<file path="src/rtl/div_sequencer_pkg.sv">
// ---------------------------------------------------------------------------
// div_sequencer_pkg : shared RV32M divide codes, FSM states and op decoding
// Revision 1.0
// ---------------------------------------------------------------------------
`default_nettype none

package div_sequencer_pkg;

  localparam logic [2:0] F3_DIV  = 3'b100;
  localparam logic [2:0] F3_DIVU = 3'b101;
  localparam logic [2:0] F3_REM  = 3'b110;
  localparam logic [2:0] F3_REMU = 3'b111;

  // funct7 shared by every M-extension instruction, decoded by the control unit
  localparam logic [6:0] MULDIV_FUNCT7 = 7'b0000001;

  typedef enum logic [1:0] {
    S_IDLE = 2'd0,
    S_CALC = 2'd1,
    S_FIX  = 2'd2,
    S_DONE = 2'd3
  } state_t;

  function automatic logic op_is_signed(input logic [2:0] f3);
    return (f3 == F3_DIV) || (f3 == F3_REM);
  endfunction

  // Unlisted codes fall through as DIVU
  function automatic logic op_is_rem(input logic [2:0] f3);
    return (f3 == F3_REM) || (f3 == F3_REMU);
  endfunction

endpackage

`default_nettype wire

</file>
<file path="src/rtl/div_step.sv">
// ---------------------------------------------------------------------------
// div_step : one combinational radix-2 restoring division iteration
// Revision 1.0
// ---------------------------------------------------------------------------
`default_nettype none

module div_step #(
  parameter int WIDTH = 32
) (
  input  logic [WIDTH-1:0] rem,
  input  logic [WIDTH-1:0] quo,
  input  logic [WIDTH-1:0] divisor,
  output logic [WIDTH-1:0] rem_next,
  output logic [WIDTH-1:0] quo_next
);

  logic [WIDTH:0] w_shifted;
  logic [WIDTH:0] w_trial;

  // rem < divisor keeps the true trial inside the WIDTH+1 bit signed range
  assign w_shifted = {rem, quo[WIDTH-1]};
  assign w_trial   = w_shifted - {1'b0, divisor};
  assign rem_next  = w_trial[WIDTH] ? w_shifted[WIDTH-1:0] : w_trial[WIDTH-1:0];
  assign quo_next  = {quo[WIDTH-2:0], ~w_trial[WIDTH]};

endmodule

`default_nettype wire

</file>
<file path="src/rtl/div_sequencer.sv">
// ---------------------------------------------------------------------------
// div_sequencer : multi-cycle RV32M DIV/DIVU/REM/REMU sequencer for EX stage
// Revision 1.0
// ---------------------------------------------------------------------------
`default_nettype none

module div_sequencer
  import div_sequencer_pkg::*;
#(
  parameter int WIDTH = 32
) (
  input  logic             clk,
  input  logic             reset,
  input  logic             start,
  input  logic [2:0]       funct3,
  input  logic [WIDTH-1:0] data1,
  input  logic [WIDTH-1:0] data2,
  input  logic             flush,
  output logic [WIDTH-1:0] result,
  output logic             busy,
  output logic             done,
  output logic             stall
);

  localparam int              CW       = $clog2(WIDTH);
  localparam logic [CW-1:0]   CNT_LOAD = CW'(WIDTH - 1);
  localparam logic [WIDTH-1:0] MIN_NEG = {1'b1, {(WIDTH-1){1'b0}}};

  state_t r_state;
  state_t w_state_next;

  logic [WIDTH-1:0] r_rem;
  logic [WIDTH-1:0] r_quo;
  logic [WIDTH-1:0] r_divisor;
  logic [CW-1:0]    r_cnt;
  logic             r_is_rem;
  logic             r_neg_q;
  logic             r_neg_r;
  logic [WIDTH-1:0] r_result;

  logic             w_signed;
  logic             w_rem_op;
  logic             w_accept;
  logic             w_div_zero;
  logic             w_overflow;
  logic             w_fast;
  logic [WIDTH-1:0] w_mag1;
  logic [WIDTH-1:0] w_mag2;
  logic [WIDTH-1:0] w_fast_result;
  logic [WIDTH-1:0] w_rem_next;
  logic [WIDTH-1:0] w_quo_next;
  logic [WIDTH-1:0] w_q_fix;
  logic [WIDTH-1:0] w_r_fix;

  assign w_signed   = op_is_signed(funct3);
  assign w_rem_op   = op_is_rem(funct3);
  assign w_mag1     = (w_signed && data1[WIDTH-1]) ? -data1 : data1;
  assign w_mag2     = (w_signed && data2[WIDTH-1]) ? -data2 : data2;
  assign w_div_zero = (data2 == '0);
  assign w_overflow = w_signed && (data1 == MIN_NEG) && (data2 == '1);
  assign w_fast     = w_div_zero || w_overflow;
  assign w_accept   = (r_state == S_IDLE) && start && !flush;

  // Overflow quotient equals the dividend itself (most negative value)
  assign w_fast_result = w_div_zero ? (w_rem_op ? data1 : '1)
                                    : (w_rem_op ? '0    : data1);

  assign w_q_fix = r_neg_q ? -r_quo : r_quo;
  assign w_r_fix = r_neg_r ? -r_rem : r_rem;

  div_step #(
    .WIDTH (WIDTH)
  ) u_step (
    .rem      (r_rem),
    .quo      (r_quo),
    .divisor  (r_divisor),
    .rem_next (w_rem_next),
    .quo_next (w_quo_next)
  );

  always_ff @(posedge clk) begin
    if (reset) begin
      r_state <= S_IDLE;
    end else begin
      r_state <= w_state_next;
    end
  end

  always_comb begin
    w_state_next = r_state;
    if (flush) begin
      w_state_next = S_IDLE;
    end else begin
      case (r_state)
        S_IDLE:  if (start) w_state_next = w_fast ? S_DONE : S_CALC;
        S_CALC:  if (r_cnt == '0) w_state_next = S_FIX;
        S_FIX:   w_state_next = S_DONE;
        S_DONE:  w_state_next = S_IDLE;
        default: w_state_next = S_IDLE;
      endcase
    end
  end

  always_ff @(posedge clk) begin
    if (reset) begin
      r_rem     <= '0;
      r_quo     <= '0;
      r_divisor <= '0;
      r_cnt     <= '0;
      r_is_rem  <= 1'b0;
      r_neg_q   <= 1'b0;
      r_neg_r   <= 1'b0;
      r_result  <= '0;
    end else if (!flush) begin
      case (r_state)
        S_IDLE: begin
          if (start) begin
            r_is_rem  <= w_rem_op;
            r_neg_q   <= w_signed && (data1[WIDTH-1] ^ data2[WIDTH-1]);
            r_neg_r   <= w_signed && data1[WIDTH-1];
            r_quo     <= w_mag1;
            r_divisor <= w_mag2;
            if (w_fast) begin
              r_result <= w_fast_result;
            end else begin
              r_rem <= '0;
              r_cnt <= CNT_LOAD;
            end
          end
        end
        S_CALC: begin
          r_rem <= w_rem_next;
          r_quo <= w_quo_next;
          if (r_cnt != '0) r_cnt <= r_cnt - 1'b1;
        end
        S_FIX: begin
          r_result <= r_is_rem ? w_r_fix : w_q_fix;
        end
        default: ;
      endcase
    end
  end

  assign result = r_result;
  assign busy   = (r_state == S_CALC) || (r_state == S_FIX);
  assign done   = (r_state == S_DONE);
  assign stall  = busy || w_accept;

endmodule

`default_nettype wire
</file>
<file path="config.mk">
export PLATFORM = sky130hd
export DESIGN_NAME = div_sequencer
export DESIGN_NICKNAME = d
export VERILOG_FILES = /design/src/rtl/div_sequencer_pkg.sv /design/src/rtl/div_step.sv /design/src/rtl/div_sequencer.sv
export SDC_FILE = /design/constraint.sdc
export NUM_CORES = 1
export LEC_CHECK = 0
export CAP_MARGIN = 30
export CORE_UTILIZATION = 49
export CTS_CLUSTER_DIAMETER = 100
export DETAILED_ROUTE_END_ITERATION = 10
export GPL_TIMING_DRIVEN = 1
export PLACE_DENSITY = 0.77
export SLEW_MARGIN = 20
export SYNTH_ARGS = -nofsm -noshare
export SYNTH_HDL_FRONTEND = slang
export SYNTH_HIERARCHICAL = 1
export SYNTH_SLANG_ARGS = --single-unit
</file>
<file path="constraint.sdc">
create_clock -name clk -period 5.4 [get_ports clk]
set_clock_uncertainty 0.05 [all_clocks]
set_input_delay 0.81 -clock clk [delete_from_list [all_inputs] [get_ports clk]]
set_output_delay 0.81 -clock clk [all_outputs]
set_load 0.1 [all_outputs]
</file>
==> metrics.yaml <==
status: "finished clean"
path_class: "reg2out"
critical_path_arrival_ns: 3.32
finish.instance_area_mm2: 0.0134
start_util_pct: 50.5
die_area_mm2: 0.0250
grt_max_degree: 77
ff2ff_path_depth: 15
vias: 12100
slew_violations: 0
post-cts-setup-buffer-count: 0
reg2reg_slack_ns: 1.32
layout-drive-gt1-share_pct: 7.73
numPortBuffers: 105
synth_edf_count: 0
synth_nets: 1650
drtAntennaViolNets: 0
yosysWarnings: 6
groute.usage.overall_pct: 29.6
grt_remaining_overflow: 0
setup_viol: 0
finalNetCount: 1654
crit_path_max_fanout: 12
p_comb_share_pct: 25.5
drc: 0
io_pins: 106
ys_ff_latch: 138
cts.sinks: 138
p_leak_nw: 4.95
syn_to_final_growth_pct: 11.8
crit_path_end_kind: "primary output"
place_area_mm2: 0.0127
maxCapViolCount: 0
cp-start-kind: "register"
synth.distinct_cells: 95
worst_pin_slew_ns: 1.00
cts_buffers: 17
finalCriticalPeriod_ns: 4.18
wirelength_um: 37100
clkPwrFrac_pct: 38.5
power.total_mw: 3.10
wl_per_cell_um: 19.8
h-tree-depth: 4
rows: 56
hold_viol: 0
clock_latency_ns: 0.45
drt_first_pass_iters: 5
rsz0062_at_grt: "no"
netlist_area_mm2: 0.0120
hold_buffers: 0
critical_path_required_ns: 4.54
core_mm2: 0.0237
tritoncts: "done"
path_clk_slew_ns: 0.07
syn_avg_cell_area_um2: 7.79
hpwl_um: 26600
peakVddDrop_mv: 0.232
drtIter0Drc: 1380
sw_frac_of_total_pct: 34.8
pwr-share-seq_pct: 35.9
post_cts_resize_count: 0
antenna_cells: 0
die_w_um: 158
ctsLongestPathBuffers: 2
p_int_mw: 2.02
synthFlopType: "dfxtp_1"
min_path_type: "reg2reg"
async_reset_ff_share_pct: 0
routed_via_density: 6.45
max_slew_margin_pct: 33.1
fmax_mhz: 239
period_share_pct: 77.5
ys_seq_area_share_pct: 23.1
antenna_found_initial: 0
grt_pass1_vias: 10900
p_sw_mw: 1.08
synthCells: 1535
root_buffer: "clkbuf_16"
power_density_mw_per_mm2: 232
grt_pass1_wl_um: 58000
hold_path_depth: 2
tns_ns: 0
gp_congestion: 0.910
die_h_um: 158
-- routing by layer --
metal / vias to the layer above / GRT usage, % / wire length, um
met2: 644 / 46.8 / 16700
met3: 86 / 5.23 / 3240
met5: - / 0 / 0
met1: 5674 / 39.4 / 15900
met4: 0 / 12.4 / 1260
li1: 5665 / - / -
-- path summary, 6_finish.rpt --
path / start / end
worst max-delay path: r_state[0] / stall
worst min-delay path: r_divisor[31] / r_divisor[31]
worst max register to register: r_quo[31] / r_rem[17]
worst min register to register: r_divisor[31] / r_divisor[31]
-- placed cells by master (no fill, tap or decap), types with 17 or more instances in the layout --
| master | synthesis | layout |
|---|---|---|
| dfxtp_1 | 138 | 138 |
| xnor2_1 | 73 | 73 |
| nand2_1 | 140 | 140 |
| nand3_1 | 77 | 77 |
| o41ai_1 | 25 | 25 |
| nor4_1 | 20 | 20 |
| clkbuf_16 | 0 | 17 |
| a21oi_1 | 81 | 80 |
| clkdlybuf4s50_1 | 0 | 104 |
| a21o_1 | 22 | 22 |
| a31oi_1 | 48 | 48 |
| mux2_4 | 19 | 19 |
| ha_1 | 43 | 42 |
| mux2i_1 | 44 | 44 |
| or4_1 | 21 | 21 |
| nor2_1 | 81 | 80 |
| a211oi_1 | 24 | 24 |
| o31ai_1 | 53 | 53 |
| o211ai_1 | 27 | 27 |
| inv_1 | 62 | 62 |
| nand4_1 | 21 | 21 |
| nor3_1 | 42 | 42 |
| o21ai_0 | 90 | 90 |
| buf_4 | 36 | 20 |
| xor2_1 | 54 | 54 |
-- through the flow --
step / setup slack (ns) / hold WS [ns] / utilization, % / cells
after floorplan: 1.97 / 0.382 / - / 1535
after global placement: 1.08 / 0.391 / 53.6 / 1834
after detailed placement: 1.01 / 0.395 / 53.7 / 1835
after CTS: 1.23 / 0.404 / 56.2 / 1867
after global routing: 1.05 / 0.430 / 56.4 / 1871
final: 1.22 / 0.405 / 56.4 / 1871
-- flip-flops by register name (all words and copies together) (netlist names) --
register and count:
r_cnt 5, r_state 2, result 32, r_quo 32, r_rem 32, r_divisor 32
r_neg_q 1, r_neg_r 1, r_is_rem 1
-- Yosys cell counts (all sizes together), types with 10 or more instances --
cell type / count / area share (%)
clkbuf: 81 / 2.5
nor4: 20 / 1.0
nor2: 82 / 2.6
mux2: 25 / 3.0
nor3: 43 / 1.9
xnor2: 73 / 5.3
a31oi: 48 / 2.5
o41ai: 25 / 1.8
o21ai: 91 / 3.9
nand2: 140 / 4.4
a21o: 23 / 1.5
o21a: 10 / 0.63
nand2b: 12 / 0.63
and3: 12 / 0.64
dfxtp: 138 / 23
xor2: 54 / 4.0
a311oi: 10 / 0.73
nand4: 21 / 1.1
inv: 64 / 2.1
or4: 24 / 1.6
a211oi: 25 / 1.6
ha: 43 / 4.5
a21oi: 84 / 3.6
buf: 53 / 4.0
or3: 16 / 0.85
o211ai: 27 / 1.7
o31ai: 53 / 3.3
mux2i: 45 / 3.9
nor2b: 10 / 0.52
nand3: 77 / 3.2
-- worst max-delay path, stage by stage (launching register included) --
cell	delay (ns)
dfxtp_1	0.35
inv_1	0.09
ha_1	0.42
nand2_1	0.26
or2_2	0.49
nand2b_1	0.12
clkdlybuf4s50_1	1.14
-- power groups by stage --
stage,sequential [mW],combinational (mW),clock [mW]
6_report,1.11,0.790,1.19
5_1_grt,1.12,0.854,1.23
4_1_cts,1.11,0.770,1.19
3_5_place_dp,1.13,0.764,0
3_3_place_gp,1.13,0.752,0
2_1_floorplan,1.14,0.563,0
-- layout make-up --
cell class | instances | area, um^2
timing repair buffer | 129 | 1270
clock buffer | 17 | 425
inverter | 64 | 248
fill | 2232 | 10300
tap | 319 | 399
clock inverter | 15 | 158
sequential | 138 | 2760
multi-input combinational | 1189 | 8100
-- cell families after synthesis --
group / Yosys count / share of synthesized area, %
AOI/OAI and AO/OA: 450 / 25.4
xor gates and xnor gates: 127 / 9.31
adders and majority gates: 44 / 4.67
buffers and inverters: 208 / 9.34
DFF: 138 / 23.1
muxes: 70 / 6.82
and+or+nand+nor: 498 / 21.3
No activity file was read; power rests on OpenSTA's default activity.
